`config.mk`:
```
export PLATFORM = sky130hd
export DESIGN_NAME = pipe_stall_ctrl
export DESIGN_NICKNAME = d
export VERILOG_FILES = /design/src/rtl/pipe_stall_ctrl.sv
export SDC_FILE = /design/constraint.sdc
export NUM_CORES = 1
export LEC_CHECK = 0
export ABC_AREA = 0
export BUFFER_PORTS_ARGS = -buffer_cell sky130_fd_sc_hd__clkbuf_2
export CAP_MARGIN = 25
export CORE_ASPECT_RATIO = 0.7
export CORE_MARGIN = 3
export CORE_UTILIZATION = 40
export DETAILED_ROUTE_END_ITERATION = 8
export PLACE_DENSITY = 0.74
export REMOVE_ABC_BUFFERS = 1
export SLEW_MARGIN = 40
export SYNTH_ARGS = -nofsm -noshare
export SYNTH_HDL_FRONTEND = slang
export SYNTH_SLANG_ARGS = --single-unit
```
`constraint.sdc`:
```
create_clock -name clk -period 5.5 [get_ports clk]
set_clock_uncertainty 0.2 [all_clocks]
set_input_delay 1.65 -clock clk [delete_from_list [all_inputs] [get_ports clk]]
set_output_delay 1.65 -clock clk [all_outputs]
set_load 0.02 [all_outputs]
```
`src/rtl/pipe_stall_ctrl.sv`:
```
// IF/ID pipeline register and stall/flush control for the load-use hazard path.
// Drives PC-write and ID/EX bubble, tracks stall episodes and keeps saturating statistics.
module pipe_stall_ctrl #(
    parameter int INST_W    = 19,
    parameter int PC_W      = 12,
    parameter int CNT_W     = 16,
    parameter int MAX_STALL = 3
) (
    input  logic              clk,
    input  logic              rst_n,
    input  logic              is_stall,
    input  logic              branch_taken,
    input  logic [INST_W-1:0] if_inst,
    input  logic [PC_W-1:0]   if_pc,
    output logic              pc_write,
    output logic              id_ex_bubble,
    output logic [INST_W-1:0] id_inst,
    output logic [PC_W-1:0]   id_pc,
    output logic              id_valid,
    output logic              stall_err,
    output logic [CNT_W-1:0]  stall_count,
    output logic [CNT_W-1:0]  flush_count
);

    typedef enum logic [1:0] {
        RUN   = 2'd0,
        STALL = 2'd1,
        FLUSH = 2'd2
    } state_t;

    localparam logic [CNT_W-1:0] CNT_MAX_C   = {CNT_W{1'b1}};
    localparam logic [CNT_W-1:0] CNT_ONE_C   = {{(CNT_W-1){1'b0}}, 1'b1};
    localparam logic [CNT_W-1:0] MAX_STALL_C = CNT_W'(MAX_STALL);

    state_t           state_r;
    state_t           state_nxt_s;
    logic [CNT_W-1:0] run_len_r;
    logic [CNT_W-1:0] run_len_nxt_s;
    logic             flush_s;
    logic             stall_s;
    logic             err_set_s;

    function automatic logic [CNT_W-1:0] sat_inc(input logic [CNT_W-1:0] v);
        if (v == CNT_MAX_C) begin
            return v;
        end else begin
            return v + CNT_ONE_C;
        end
    endfunction

    // Effective hazard signals and the zero-latency pipeline controls
    always_comb begin
        flush_s      = branch_taken;
        // The stalling ID instruction is wrong-path on a flush, and a bubble never stalls.
        stall_s      = is_stall & id_valid & ~flush_s;
        pc_write     = rst_n & ~stall_s;
        id_ex_bubble = ~rst_n | stall_s | flush_s | ~id_valid;
    end

    // Stall-episode FSM: next state and run length
    always_comb begin
        state_nxt_s   = RUN;
        run_len_nxt_s = {CNT_W{1'b0}};
        case (state_r)
            RUN, FLUSH: begin
                if (flush_s) begin
                    state_nxt_s = FLUSH;
                end else if (stall_s) begin
                    state_nxt_s   = STALL;
                    run_len_nxt_s = CNT_ONE_C;
                end else begin
                    state_nxt_s = RUN;
                end
            end
            STALL: begin
                if (flush_s) begin
                    state_nxt_s = FLUSH;
                end else if (stall_s) begin
                    state_nxt_s   = STALL;
                    run_len_nxt_s = sat_inc(run_len_r);
                end else begin
                    state_nxt_s = RUN;
                end
            end
            default: begin
                state_nxt_s   = RUN;
                run_len_nxt_s = {CNT_W{1'b0}};
            end
        endcase
        err_set_s = stall_s & (run_len_nxt_s > MAX_STALL_C);
    end

    // FSM state and run-length registers
    always_ff @(posedge clk or negedge rst_n) begin
        if (!rst_n) begin
            state_r   <= RUN;
            run_len_r <= {CNT_W{1'b0}};
        end else begin
            state_r   <= state_nxt_s;
            run_len_r <= run_len_nxt_s;
        end
    end

    // IF/ID register: flush clears to NOP, stall holds, otherwise load from IF
    always_ff @(posedge clk or negedge rst_n) begin
        if (!rst_n) begin
            id_inst  <= {INST_W{1'b0}};
            id_pc    <= {PC_W{1'b0}};
            id_valid <= 1'b0;
        end else if (flush_s) begin
            id_inst  <= {INST_W{1'b0}};
            id_pc    <= {PC_W{1'b0}};
            id_valid <= 1'b0;
        end else if (!stall_s) begin
            id_inst  <= if_inst;
            id_pc    <= if_pc;
            id_valid <= 1'b1;
        end
    end

    // Sticky runaway-stall flag and saturating statistics
    always_ff @(posedge clk or negedge rst_n) begin
        if (!rst_n) begin
            stall_err   <= 1'b0;
            stall_count <= {CNT_W{1'b0}};
            flush_count <= {CNT_W{1'b0}};
        end else begin
            if (err_set_s) begin
                stall_err <= 1'b1;
            end
            if (stall_s) begin
                stall_count <= sat_inc(stall_count);
            end
            if (flush_s) begin
                flush_count <= sat_inc(flush_count);
            end
        end
    end

endmodule

```
======== After elaboration in Yosys (flattened, before gate mapping) ========
Cells that the tools add are included.
word-level totals
  register bits ........................... 83
  input bits .............................. 35
  output and inout bits ................... 67
  word-level logic and storage cells ...... 51
cells by class
  add/subtract/negate cells ............... 3
  order comparisons ....................... 1
  equal/unequal tests ..................... 6
  multiplexer cells ....................... 15
  bitwise gates (word level) .............. 13
  reduce and logical (&&, ||, !) cells .... 5
operators by type and width
  cell                   count
  $add 16x1->16 const B  3
  $eq 16x16->1 const B   3
  $mux 16                3
  $mux 19                2
  $pmux 16 s2            1
  $mux 12                2
  $gt 16x2->1 const B    1
  $not 1->1              6
  $mux 1                 5
  $and 1x1->1            4
  $mux 2                 2
  $reduce_and 2->1       2
  $or 1x1->1             3
  $reduce_or 3->1        1
  $eq 2x1->1 const B     1
  $eq 2x2->1 const B     1
  $logic_not 2->1        1
  $ne 2x2->1 const B     1
  $reduce_or 2->1        1

======== Depth between registers and ports, before layout ========
  depth after elaboration ................. 7
  depth in mapped cells ................... 8
  gate-level depth less buffers ........... 7

======== Least setup slack after synthesis ========
No wires, ideal clock.
  kind .................................... input to output
  start ................................... input port branch_taken
  end ..................................... output port id_ex_bubble
  arrival time ............................ 2.414 ns
  data required time ...................... 3.650 ns
  slack ................................... 1.236 ns
  cell stages on the path ................. 3
  buffers on the path ..................... 0
  cells stage by stage .................... nand3b_1 and2_1 nand3_1
between the ends
  cells in the longest elaborated chain, start to end .. 5
ends and longest elaborated chain
  item                         line  RTL
  start: declaration           12    input logic branch_taken,
  $not 1->1                    55    stall_s = is_stall & id_valid & ~flush_s;
  $and 1x1->1                  55
  $or 1x1->1                   57    id_ex_bubble = ~rst_n | stall_s | flush_s | ~id_valid;
  $or 1x1->1 (*) (2 in a row)  57
  end: declaration             16    output logic id_ex_bubble,
Mark *: on every way between the ends. The rest lies on a longest branch, timed or not.

======== Worst setup path after layout ========
Ends and elaborated chain as after synthesis.

==> out/qor.yml <==
detailed_routing:
  drt-initial-drc-count: 162
  drcViolationCount: 0
  firstDrtPassIters: 4
  vias_per_cell: 5.175
  ant_nets: 0
  vias: 3162
  wl_per_cell_um: 14.83
  finalWirelength_mm: 9.061
setup_path:
  cp_top_family: "buffers and inverters"
  arrival_ns: 2.41
  setup.worst_path.end_class: "output pin"
  path_max_fanout: 36
  cpMostUsedCell: "clkbuf_2"
  critPathMaxStageDelay_ns: 0.31
  path_buf_inv: 4
  reg2reg_depth: 7
  timing.rr.end: "stall_err$_DFFE_PN0P_"
  path_cells: "clkbuf_2, clkinv_1, buf_4, nand3_1, clkbuf_2"
  r2r_slack_ns: 2.85
  cp.required_ns: 3.65
  cp_slowest_cell: "buf_4"
  crit_path_start_kind: "primary input"
  r2r-start: "run_len_r[0]$_DFF_PN0_"
  critical_path_class: "primary input to output pin"
synthesis:
  postSynthAreaPerCell_um2: 9.996
  synth_mux_area_share_pct: 0.5570
  synth-simple-area-share_pct: 26.80
  yosysUniqueCellTypes: 50
  synthArstFlopShare_pct: 100.0
  syn_inst: 382
  synth_edf_count: 0
  synth-adder-area-share_pct: 0.9830
  yosys.area_share.xor_xnor_pct: 8.716
  ys_warn_count: 0
  synth-compound-area-share_pct: 5.406
  synth_top_family_by_area: "simple AND/OR/NAND/NOR gates"
  synth_area_um2: 3819
  ys_ff_latch: 83
  synth-seq-area-share_pct: 54.39
  synth_top_flop_cell: "dfrtp_1"
finish:
  drive_gt1_share_pct: 27.31
  final_cell_mix: "clkbuf_2, nand2_1, dfrtp_1"
  finalInstanceArea_um2: 4717
  nets: 520
  insertedDiodeCount: 0
  area_delta_synth_final_pct: 23.53
  final_util_pct: 51.38
  final_common_cell: "clkbuf_2"
  fillers: 817
min_path:
  hold_depth: 2
  hold_start: "id_inst[18]$_DFFE_PN0P_"
  hold_class: "register to register"
  holdPathEnd: "id_inst[18]$_DFFE_PN0P_"
cts:
  postCtsResizedCells: 0
  cts_tree: "done"
  cts-htree-levels: 3
  ctsRootBufferMaster: "clkbuf_16"
  post_cts_buffers: 0
  clkSinkCount: 83
  clk_latency_ns: 0.33
  cts-hold-fix-buffers: 0
  clkTransAtPathRegs_ns: 0.06
  clockBufferDepth: 2
  cts-buffers-inserted: 9
floorplanning:
  die_x_um: 122.8
  core_um2: 9180
  dieArea_um2: 10770
  std_cell_rows: 29
  pin_count: 102
  die_h_um: 87.75
  start_util_pct: 41.60
timing:
  finalCritPeriodShare_pct: 77.40
  fmax_mhz: 234.9
  period_minus_slack_ns: 4.257
  rsz0062_at_grt: "false"
  setup_ws_ns: 1.243
  hold_viol: 0
  fin_tns_setup_ns: 0
  max_slew_margin_pct: 49.13
  worst_slew_pin_slew_ns: 0.7566
  setup_viol: 0
  drv_slew: 0
placement:
  place_ws_ns: 1.235
  gp_congestion: 0.8437
  port_buffers: 101
  dp_hpwl_mm: 6.416
  placed_cell_area_um2: 4407
power:
  total_power_mw: 1.598
  vdd_drop_max_mv: 0.3260
  p_per_area_nw_per_um2: 338.8
  p_leak_nw: 2.320
grt:
  grt_max_degree: 67
  grtUsageTotal_pct: 17.30
  grt_pass1_wl_mm: 14.63
  antenna_found_initial: 0
  grt_remaining_overflow: 0
  grt_pass1_vias: 2979
job:
  maxCapViolations: 0
run_status:
  status: "completed"
## how the worst max path moves through the flow
stage,start,end,cells after the start
floorplan,branch_taken,id_ex_bubble,3
global placement,branch_taken,id_ex_bubble,5
detailed placement,branch_taken,id_ex_bubble,5
CTS,branch_taken,id_ex_bubble,5
global route,branch_taken,id_ex_bubble,5
finish,branch_taken,id_ex_bubble,5
## Yosys cell counts, types with 3 or more instances
| cell | n | area, um^2 |
|---|---|---|
| nand4_1 | 15 | 93.84 |
| and2_1 | 3 | 18.77 |
| nor2_1 | 15 | 56.30 |
| inv_1 | 3 | 11.26 |
| a211oi_1 | 3 | 22.52 |
| xor2_1 | 11 | 96.34 |
| nor4_1 | 3 | 18.77 |
| nor3_1 | 9 | 45.04 |
| clkbuf_1 | 8 | 30.03 |
| xnor2_1 | 27 | 236.5 |
| o21ai_0 | 6 | 30.03 |
| buf_6 | 3 | 33.78 |
| nand3_1 | 51 | 255.2 |
| nand2_1 | 84 | 315.3 |
| a31oi_1 | 3 | 18.77 |
| ha_1 | 3 | 37.54 |
| dfrtp_1 | 83 | 2077 |
| a21oi_1 | 7 | 35.03 |
| or3_1 | 3 | 18.77 |
| and3_1 | 5 | 31.28 |
## logic make-up after synthesis
family,after synthesis
adders and majority gates,3
AOI/OAI and AO/OA,30
DFF,83
muxes,2
buffers and inverters,20
and+or+nand+nor,206
xor gates and xnor gates,38
## cell type report
| cell class | instances | area, um^2 | share of cell area [%] |
|---|---|---|---|
| clock inverter | 3 | 46.29 | 0.9814 |
| tap | 124 | 155.1 | 3.289 |
| timing repair buffer | 105 | 541.8 | 11.49 |
| inverter | 4 | 15.01 | 0.3183 |
| clock buffer | 13 | 260.3 | 5.517 |
| multi-input combinational | 279 | 1622 | 34.38 |
| sequential | 83 | 2077 | 44.03 |
## metal layers
metal | global-route usage [%] | up-vias | wire (um)
li1 | - | 1530 | -
met1 | 23.22 | 1534 | 4049
met2 | 26.43 | 92 | 4319
met3 | 6.068 | 6 | 626
met4 | 5.691 | 0 | 66
met5 | 0 | - | 0
## state kept, by name, indices dropped and copies added, names as in the netlist
name,cells
id_inst,19
id_valid,1
run_len_r,16
stall_err,1
id_pc,12
stall_count,16
state_r,2
flush_count,16
## tightest hold or removal path, delay by kind of cell, from the launching register on
family        cells  cell delay, ns
flops             1            0.34
simple gates      2            0.09
## through the flow
step           cells  hold WS (ns)
6_report         611        0.2638
5_1_grt          611        0.2981
4_1_cts          611        0.2691
3_5_place_dp     595        0.2559
3_3_place_gp     595        0.2495
2_1_floorplan    366        0.2577
## power breakdown
part           internal (mW)  switching [mW]  total, mW
logic                 0.0936           0.155      0.248
clock network          0.378           0.233      0.610
registers              0.667          0.0726      0.740
(Power assumes the default switching activity.)
